===== src/rtl/alu_md_pkg.sv =====
`default_nettype none
// +----------------------------------------------------------------------+
// | alu_md_pkg                                                           |
// | Op codes and shared types for the integer execute unit (ALU + M).    |
// | Revision: 1.0                                                        |
// +----------------------------------------------------------------------+
package alu_md_pkg;

  localparam int ALU_OP_WIDTH = 5;

  localparam logic [ALU_OP_WIDTH-1:0] ALU_ADD    = 5'd0;
  localparam logic [ALU_OP_WIDTH-1:0] ALU_SUB    = 5'd1;
  localparam logic [ALU_OP_WIDTH-1:0] ALU_AND    = 5'd2;
  localparam logic [ALU_OP_WIDTH-1:0] ALU_OR     = 5'd3;
  localparam logic [ALU_OP_WIDTH-1:0] ALU_XOR    = 5'd4;
  localparam logic [ALU_OP_WIDTH-1:0] ALU_SHL    = 5'd5;
  localparam logic [ALU_OP_WIDTH-1:0] ALU_SHR    = 5'd6;
  localparam logic [ALU_OP_WIDTH-1:0] ALU_SHRA   = 5'd7;
  localparam logic [ALU_OP_WIDTH-1:0] ALU_EQ     = 5'd8;
  localparam logic [ALU_OP_WIDTH-1:0] ALU_NEQ    = 5'd9;
  localparam logic [ALU_OP_WIDTH-1:0] ALU_LT     = 5'd10;
  localparam logic [ALU_OP_WIDTH-1:0] ALU_LTU    = 5'd11;
  localparam logic [ALU_OP_WIDTH-1:0] ALU_GE     = 5'd12;
  localparam logic [ALU_OP_WIDTH-1:0] ALU_GEU    = 5'd13;
  localparam logic [ALU_OP_WIDTH-1:0] ALU_MUL    = 5'd16;
  localparam logic [ALU_OP_WIDTH-1:0] ALU_MULH   = 5'd17;
  localparam logic [ALU_OP_WIDTH-1:0] ALU_MULHSU = 5'd18;
  localparam logic [ALU_OP_WIDTH-1:0] ALU_MULHU  = 5'd19;
  localparam logic [ALU_OP_WIDTH-1:0] ALU_DIV    = 5'd20;
  localparam logic [ALU_OP_WIDTH-1:0] ALU_DIVU   = 5'd21;
  localparam logic [ALU_OP_WIDTH-1:0] ALU_REM    = 5'd22;
  localparam logic [ALU_OP_WIDTH-1:0] ALU_REMU   = 5'd23;

  // Which slice of the iterative datapath becomes the M-op result
  typedef enum logic [1:0] {
    SEL_MUL_LO = 2'd0,
    SEL_MUL_HI = 2'd1,
    SEL_QUO    = 2'd2,
    SEL_REM    = 2'd3
  } md_sel_e;

endpackage
`default_nettype wire


===== src/rtl/alu_md_iter.sv =====
`default_nettype none
// +----------------------------------------------------------------------+
// | alu_md_iter                                                          |
// | Shared radix-2 shift-add multiplier / restoring divider on unsigned  |
// | magnitudes; XLEN steps per operation. Revision: 1.0                  |
// +----------------------------------------------------------------------+
module alu_md_iter #(
  parameter int XLEN = 32
) (
  input  logic              clk,
  input  logic              rst_n,
  input  logic              en,
  input  logic              abort,
  input  logic              start,
  input  logic              mode,      // 0: multiply, 1: divide
  input  logic [XLEN-1:0]   mag_a,
  input  logic [XLEN-1:0]   mag_b,
  output logic [2*XLEN-1:0] product,
  output logic [XLEN-1:0]   quotient,
  output logic [XLEN-1:0]   remainder,
  output logic              done
);

  localparam int CW = $clog2(XLEN);
  localparam logic [CW-1:0] c_last = CW'(XLEN - 1);

  logic [2*XLEN-1:0] r_acc;
  logic [XLEN-1:0]   r_b;
  logic [CW-1:0]     r_cnt;
  logic              r_busy;
  logic              r_mode;

  logic [XLEN:0]     w_mul_sum;
  logic [XLEN:0]     w_shift;
  logic [XLEN:0]     w_diff;
  logic [2*XLEN-1:0] w_step;

  // Multiply: multiplier sits in the low half and shifts out as partial sums shift in.
  // Divide: {remainder, quotient} shift left, one quotient bit per step.
  assign w_mul_sum = {1'b0, r_acc[2*XLEN-1:XLEN]} + (r_acc[0] ? {1'b0, r_b} : '0);
  assign w_shift   = {r_acc[2*XLEN-1:XLEN], r_acc[XLEN-1]};
  assign w_diff    = w_shift - {1'b0, r_b};

  always_comb begin
    w_step = {w_mul_sum, r_acc[XLEN-1:1]};
    if (r_mode) begin
      if (w_diff[XLEN]) w_step = {w_shift[XLEN-1:0], r_acc[XLEN-2:0], 1'b0};
      else              w_step = {w_diff[XLEN-1:0], r_acc[XLEN-2:0], 1'b1};
    end
  end

  always_ff @(posedge clk or negedge rst_n) begin
    if (!rst_n) begin
      r_acc  <= '0;
      r_b    <= '0;
      r_cnt  <= '0;
      r_busy <= 1'b0;
      r_mode <= 1'b0;
    end else if (en) begin
      if (abort) begin
        r_busy <= 1'b0;
        r_cnt  <= '0;
      end else if (start) begin
        r_acc  <= {{XLEN{1'b0}}, mag_a};
        r_b    <= mag_b;
        r_mode <= mode;
        r_cnt  <= '0;
        r_busy <= 1'b1;
      end else if (r_busy) begin
        r_acc <= w_step;
        r_cnt <= r_cnt + 1'b1;
        if (r_cnt == c_last) r_busy <= 1'b0;
      end
    end
  end

  assign done      = r_busy && (r_cnt == c_last);
  assign product   = r_acc;
  assign quotient  = r_acc[XLEN-1:0];
  assign remainder = r_acc[2*XLEN-1:XLEN];

endmodule
`default_nettype wire


===== src/rtl/alu_md.sv =====
`default_nettype none
// +----------------------------------------------------------------------+
// | alu_md                                                               |
// | Integer execute unit: 1-cycle base ALU ops plus iterative RV32M ops. |
// | Revision: 1.0                                                        |
// +----------------------------------------------------------------------+
module alu_md
  import alu_md_pkg::*;
#(
  parameter int XLEN  = 32,
  parameter int ROB_W = 4,
  parameter int OP_W  = ALU_OP_WIDTH
) (
  input  logic             clk,
  input  logic             rst_n,
  input  logic             rdy,
  input  logic             flush,
  input  logic             rs_valid,
  input  logic [OP_W-1:0]  rs_op,
  input  logic [XLEN-1:0]  rs_val1,
  input  logic [XLEN-1:0]  rs_val2,
  input  logic [ROB_W-1:0] rs_id,
  output logic             alu_accept,
  output logic             alu_ready,
  output logic [XLEN-1:0]  alu_res,
  output logic [ROB_W-1:0] alu_id
);

  localparam int SW = $clog2(XLEN);
  localparam logic [1:0] c_st_idle = 2'd0;
  localparam logic [1:0] c_st_mul  = 2'd1;
  localparam logic [1:0] c_st_div  = 2'd2;
  localparam logic [1:0] c_st_done = 2'd3;
  localparam logic [XLEN-1:0] c_min = {1'b1, {(XLEN-1){1'b0}}};

  logic [1:0]              r_state, w_next;
  logic                    r_ready, r_qneg, r_rneg;
  logic [XLEN-1:0]         r_res;
  logic [ROB_W-1:0]        r_id, r_mid;
  md_sel_e                 r_sel, w_sel;

  logic [ALU_OP_WIDTH-1:0] w_op;
  logic                    w_op_ok, w_issue, w_m_start;
  logic                    w_is_mul, w_is_div, w_sgn1, w_sgn2, w_neg1, w_neg2;
  logic                    w_div0, w_ovf, w_special;
  logic [SW-1:0]           w_sh;
  logic [XLEN-1:0]         w_base_res, w_spec_res, w_mag1, w_mag2, w_fin;
  logic [XLEN-1:0]         w_quo, w_rem;
  logic [2*XLEN-1:0]       w_prod, w_prod_c;
  logic                    w_done;

  assign w_op      = ALU_OP_WIDTH'(rs_op);
  assign w_op_ok   = (OP_W'(w_op) == rs_op);
  assign w_sh      = rs_val2[SW-1:0];
  assign w_issue   = rdy && rs_valid && alu_accept && !flush;
  assign w_m_start = w_issue && (w_is_mul || (w_is_div && !w_special));

  always_comb begin
    w_is_mul = 1'b0;
    w_is_div = 1'b0;
    w_sgn1   = 1'b0;
    w_sgn2   = 1'b0;
    w_sel    = SEL_MUL_LO;
    if (w_op_ok) begin
      case (w_op)
        ALU_MUL:    begin w_is_mul = 1'b1; w_sgn1 = 1'b1; w_sgn2 = 1'b1; end
        ALU_MULH:   begin w_is_mul = 1'b1; w_sgn1 = 1'b1; w_sgn2 = 1'b1; w_sel = SEL_MUL_HI; end
        ALU_MULHSU: begin w_is_mul = 1'b1; w_sgn1 = 1'b1; w_sel = SEL_MUL_HI; end
        ALU_MULHU:  begin w_is_mul = 1'b1; w_sel = SEL_MUL_HI; end
        ALU_DIV:    begin w_is_div = 1'b1; w_sgn1 = 1'b1; w_sgn2 = 1'b1; w_sel = SEL_QUO; end
        ALU_DIVU:   begin w_is_div = 1'b1; w_sel = SEL_QUO; end
        ALU_REM:    begin w_is_div = 1'b1; w_sgn1 = 1'b1; w_sgn2 = 1'b1; w_sel = SEL_REM; end
        ALU_REMU:   begin w_is_div = 1'b1; w_sel = SEL_REM; end
        default:    ;
      endcase
    end
  end

  assign w_neg1 = w_sgn1 && rs_val1[XLEN-1];
  assign w_neg2 = w_sgn2 && rs_val2[XLEN-1];
  assign w_mag1 = w_neg1 ? (~rs_val1 + 1'b1) : rs_val1;
  assign w_mag2 = w_neg2 ? (~rs_val2 + 1'b1) : rs_val2;

  // Divide cases the iterative datapath cannot answer resolve in one cycle
  assign w_div0    = w_is_div && (rs_val2 == '0);
  assign w_ovf     = w_is_div && w_sgn1 && (rs_val1 == c_min) && (&rs_val2);
  assign w_special = w_div0 || w_ovf;

  always_comb begin
    w_spec_res = '0;
    if (w_div0)     w_spec_res = (w_sel == SEL_QUO) ? '1 : rs_val1;
    else if (w_ovf) w_spec_res = (w_sel == SEL_QUO) ? rs_val1 : '0;
  end

  always_comb begin
    w_base_res = '0;
    if (w_op_ok) begin
      case (w_op)
        ALU_ADD:  w_base_res = rs_val1 + rs_val2;
        ALU_SUB:  w_base_res = rs_val1 - rs_val2;
        ALU_AND:  w_base_res = rs_val1 & rs_val2;
        ALU_OR:   w_base_res = rs_val1 | rs_val2;
        ALU_XOR:  w_base_res = rs_val1 ^ rs_val2;
        ALU_SHL:  w_base_res = rs_val1 << w_sh;
        ALU_SHR:  w_base_res = rs_val1 >> w_sh;
        ALU_SHRA: w_base_res = $signed(rs_val1) >>> w_sh;
        ALU_EQ:   w_base_res = XLEN'(rs_val1 == rs_val2);
        ALU_NEQ:  w_base_res = XLEN'(rs_val1 != rs_val2);
        ALU_LT:   w_base_res = XLEN'($signed(rs_val1) < $signed(rs_val2));
        ALU_LTU:  w_base_res = XLEN'(rs_val1 < rs_val2);
        ALU_GE:   w_base_res = XLEN'($signed(rs_val1) >= $signed(rs_val2));
        ALU_GEU:  w_base_res = XLEN'(rs_val1 >= rs_val2);
        default:  w_base_res = '0;
      endcase
    end
  end

  alu_md_iter #(.XLEN(XLEN)) u_iter (
    .clk       (clk),
    .rst_n     (rst_n),
    .en        (rdy),
    .abort     (flush),
    .start     (w_m_start),
    .mode      (w_is_div),
    .mag_a     (w_mag1),
    .mag_b     (w_mag2),
    .product   (w_prod),
    .quotient  (w_quo),
    .remainder (w_rem),
    .done      (w_done)
  );

  // Quotient and product share one sign flag; remainder follows the dividend
  assign w_prod_c = r_qneg ? (~w_prod + 1'b1) : w_prod;

  always_comb begin
    case (r_sel)
      SEL_MUL_LO: w_fin = w_prod_c[XLEN-1:0];
      SEL_MUL_HI: w_fin = w_prod_c[2*XLEN-1:XLEN];
      SEL_QUO:    w_fin = r_qneg ? (~w_quo + 1'b1) : w_quo;
      default:    w_fin = r_rneg ? (~w_rem + 1'b1) : w_rem;
    endcase
  end

  always_ff @(posedge clk or negedge rst_n) begin
    if (!rst_n)   r_state <= c_st_idle;
    else if (rdy) r_state <= w_next;
  end

  always_comb begin
    w_next = r_state;
    if (flush) begin
      w_next = c_st_idle;
    end else begin
      case (r_state)
        c_st_idle: if (w_m_start) w_next = w_is_mul ? c_st_mul : c_st_div;
        c_st_mul,
        c_st_div:  if (w_done) w_next = c_st_done;
        default:   w_next = c_st_idle;
      endcase
    end
  end

  always_comb begin
    alu_accept = (r_state == c_st_idle);
  end

  always_ff @(posedge clk or negedge rst_n) begin
    if (!rst_n) begin
      r_ready <= 1'b0;
      r_res   <= '0;
      r_id    <= '0;
      r_mid   <= '0;
      r_sel   <= SEL_MUL_LO;
      r_qneg  <= 1'b0;
      r_rneg  <= 1'b0;
    end else if (rdy) begin
      r_ready <= 1'b0;
      if (w_m_start) begin
        r_mid  <= rs_id;
        r_sel  <= w_sel;
        r_qneg <= w_neg1 ^ w_neg2;
        r_rneg <= w_neg1;
      end else if (w_issue) begin
        r_ready <= 1'b1;
        r_res   <= w_is_div ? w_spec_res : w_base_res;
        r_id    <= rs_id;
      end else if (!flush && r_state == c_st_done) begin
        r_ready <= 1'b1;
        r_res   <= w_fin;
        r_id    <= r_mid;
      end
    end
  end

  assign alu_ready = r_ready;
  assign alu_res   = r_res;
  assign alu_id    = r_id;

endmodule
`default_nettype wire


===== config.mk =====
export PLATFORM = sky130hd
export DESIGN_NAME = alu_md
export DESIGN_NICKNAME = d
export VERILOG_FILES = /design/src/rtl/alu_md_pkg.sv /design/src/rtl/alu_md_iter.sv /design/src/rtl/alu_md.sv
export SDC_FILE = /design/constraint.sdc
export NUM_CORES = 1
export LEC_CHECK = 0
export CAP_MARGIN = 20
export CELL_PAD_IN_SITES_DETAIL_PLACEMENT = 0
export CELL_PAD_IN_SITES_GLOBAL_PLACEMENT = 1
export CORE_MARGIN = 2
export CORE_UTILIZATION = 40
export DETAILED_ROUTE_END_ITERATION = 8
export GPL_TIMING_DRIVEN = 0
export PLACE_DENSITY_LB_ADDON = 0.1
export RECOVER_POWER = 100
export SLEW_MARGIN = 20
export SYNTH_ARGS = -nofsm -noshare
export SYNTH_HDL_FRONTEND = slang
export SYNTH_HIERARCHICAL = 1
export SYNTH_SLANG_ARGS = --single-unit

===== constraint.sdc =====
create_clock -name clk -period 3.2 [get_ports clk]
set_clock_uncertainty 0.2 [all_clocks]
set_input_delay 0.48 -clock clk [delete_from_list [all_inputs] [get_ports clk]]
set_output_delay 0.48 -clock clk [all_outputs]
set_load 0.02 [all_outputs]

==> flow_summary.yaml <==
status:
  status: "finished, violations left"
  violations: "max-capacitance violations, max-slew violations, negative setup slack"
cts:
  cts.sinks: 150
  htreeDepth: 4
  clk_pin_slew_ns: 0.07
  cts_buffers: 17
  cts_root_buf: "clkbuf_16"
  clockBufferDepth: 2
  clk-insertion-delay-late_ns: 0.48
  cts_tree: "yes"
synthesis:
  yosysSeqAreaShare: 0.147
  synth_area_mm2: 0.0255
  ys_types: 103
  yosysWarnings: 6
  yosysTopAreaCellShare: 0.147
  ys_ff_latch: 150
  synth_area_leader_cell: "dfrtp_1"
  ys_dominant_reg_cell: "dfrtp_1"
  synth-edff-count: 0
  syn_inst: 3386
  async_flop_share: 1.00
  avgSynthCellArea_um2: 7.53
  syn_nets: 3643
  synthTopCellsByArea: "dfrtp_1, ha_1, xnor2_1"
sta:
  fin_crit_sh: 1.18
  hold_slack_ns: 0.176
  period_needed_ns: 3.79
  maxSlewHeadroom: -0.102
  worst_slew_pin_slew_ns: 1.65
  setup_viol_count_final: 134
  drv_slew: 64
  fin_ws_ns: -0.590
  hold_viol: 0
  rsz0062_at_grt: "yes"
  fmax_ghz: 0.264
cells_and_area:
  num-fill-cells: 5837
  final_cell_mix: "buf_4, nor2_1, nand2_1, a21oi_1, xnor2_1"
  drive_above_1_share: 0.351
  regArea_mm2: 0.00381
  layout.nets: 4089
  areaGrowthSynthToFinish_pct: 40.4
  layout_commonest_cell: "buf_4"
  fin_area_mm2: 0.0358
  multi_input_area_mm2: 0.0230
worst_setup_path:
  critPathKind: "in -> reg"
  r2r-end: "alu_res[23]"
  r2r_cells: 9
  crit_path_cell_trace: "clkdlybuf4s15_1 > clkbuf_4 > mux4_2 > a22oi_1 > o21ai_0 > a21o_1 > a311oi_1 > o21ai_0 > a221oi_4 > o21ai_1"
  crit_path_end_kind: "flop"
  cp_max_fo: 10
  crit_arrival_ns: 3.92
  crit_required_ns: 3.33
  cp_common_cell: "o21ai_0"
  cp_slowest_stage_delay_ns: 0.54
  r2r-start: "u_iter/product[32]"
  worstSetupStartpoint: "rs_val1[28]"
  slowest_stage: "mux4_2"
  regToRegSetupSlack_ns: -0.57
  cp-start-kind: "primary input"
hold_path:
  hold_class: "in -> reg"
  hold_depth: 2
  hold_path.startpoint: "rs_val2[0]"
  hold-path-endpoint: "u_iter/r_b[0]"
grt:
  grtUsageTotal: 0.444
  grt.overflow.total: 0
  grt_pass1_wl_um: 213000
  grt_max_degree: 89
  antenna_found_initial: 13
  grt_pass1_vias: 29100
routing:
  vias: 32300
  via_per_inst: 6.87
  drt-pass1-iter-count: 7
  drc_errors: 0
  wl_per_cell_um: 33.2
  ant_nets: 0
  drt_wl_total_um: 156000
  drt_iter0_markers: 4861
placement:
  place.gp.congestion: 1.13
  hpwl_um: 118000
  port_buffers: 115
  placed_cell_area_mm2: 0.0286
pwr:
  pwr-share-clk: 0.122
  ir_worst_vdd_mv: 0.435
  share_comb_of_total_power: 0.724
  p_sw_mw: 9.31
  power.internal_mw: 8.79
  seqPwrFrac: 0.154
  p_leak_nw: 14.8
  switching_share: 0.514
  power_density_mw_per_mm2: 505
die:
  pin_count: 116
  die_h_um: 257
  die_area_mm2: 0.0658
  core_mm2: 0.0631
  start_util: 0.404
  die_x_um: 257
  num_rows: 92
run:
  max-cap-violations: 1
## final cells by class
| cell class | count | area share |
|---|---|---|
| flip-flops and latches | 150 | 0.106 |
| clock buffers | 18 | 0.0123 |
| plain buffers | 277 | 0.0686 |
| diodes | 8 | 0.000559 |
| well taps | 846 | 0.0296 |
| multi-input cells | 2766 | 0.641 |
| clock inverters | 14 | 0.00454 |
| inverters | 170 | 0.0205 |
| repair buffers | 450 | 0.117 |
## worst max-delay path by stage
stage	endpoint	slack, ns	cells past startpoint
after floorplan	u_iter/product[57]	-0.69	14
after global placement	u_iter/product[33]	-5.44	1
after CTS	alu_res[28]	-0.56	11
after global routing	alu_res[28]	-0.56	12
final	alu_res[26]	-0.59	10
after detailed placement	u_iter/product[60]	-3.33	19
## power by group through the flow
stage | clock network [mW] | logic, mW | registers, mW
2_1_floorplan | 0 | 6.24 | 2.75
3_3_place_gp | 0 | 9.86 | 2.78
3_5_place_dp | 0 | 9.93 | 2.80
4_1_cts | 2.19 | 11.3 | 2.77
5_1_grt | 2.28 | 13.5 | 2.81
6_report | 2.20 | 13.1 | 2.79
## per-layer routing
layer,share of wire,vias to the layer above,wire length (um),track usage
li1,-,13400,-,-
met1,0.40,15800,62800,0.610
met2,0.39,2516,60700,0.605
met5,0.00062,-,97,0
met3,0.15,533,22600,0.166
met4,0.064,14,9920,0.208
## repair_timing
item | CTS | global route
hold buffers | 1 | 0
hold endpoints to repair | 62 | 0
pin swaps | 110 | 180
resized for setup | 821 | 527
setup buffers | 139 | 189
gates cloned | 11 | 6
setup endpoints to repair | 150 | 140
## Yosys cell counts (32+ instances only)
cell type and count:
nand2_1 299, nor2_1 295, a21oi_1 261, o21ai_0 218
clkbuf_1 188, ha_1 175, inv_1 169, xnor2_1 157
dfrtp_1 150, mux2i_1 84, nand3_1 75, xor2_1 74
mux2_2 68, buf_4 66, a211oi_1 61, mux4_2 57
nor3_1 51, and2_1 50, a21o_1 48, o31ai_1 44
o211ai_1 42, or3_1 42, a31oi_1 36, a221oi_1 34
nor4_1 34, nand4_1 33, o21ai_1 33, o41ai_1 33
o22ai_1 32
## metrics by stage
step	power, mW	utilization	TNS (ns)	setup WS (ns)	instances
2_1_floorplan	8.99	-	-54.03	-0.685	3386
3_3_place_gp	12.6	0.452	-1157.32	-5.44	4347
3_5_place_dp	12.7	0.454	-402.87	-3.33	4351
4_1_cts	16.2	0.519	-37.85	-0.563	4520
5_1_grt	18.6	0.567	-42.00	-0.558	4692
6_report	18.1	0.568	-34.70	-0.590	4699
## registers in the layout (all words and copies together), names as in the netlist
name            count
alu_id              4
alu_ready           1
alu_res            32
r_mid               4
r_qneg              1
r_rneg              1
r_sel               2
r_state             2
u_iter/product     64
u_iter/r_b         32
u_iter/r_busy       1
u_iter/r_cnt        5
u_iter/r_mode       1
## worst max-delay path: cells and delay by family
family | cells | cell delay (ns)
buffers and inverters | 2 | 0.82
AO/OA/AOI/OAI | 7 | 2.08
multiplexers | 1 | 0.54
## cell families after synthesis
family,after synthesis,synth area share
AO/OA/AOI/OAI,1094,0.287
XOR/XNOR,231,0.0793
adder cells (fa/ha/maj),179,0.0890
buffers and inverters,471,0.0810
flip-flops,150,0.147
multiplexers,209,0.113
AND/OR/NAND/NOR,1052,0.204
No activity file was read; power rests on OpenSTA's default activity.
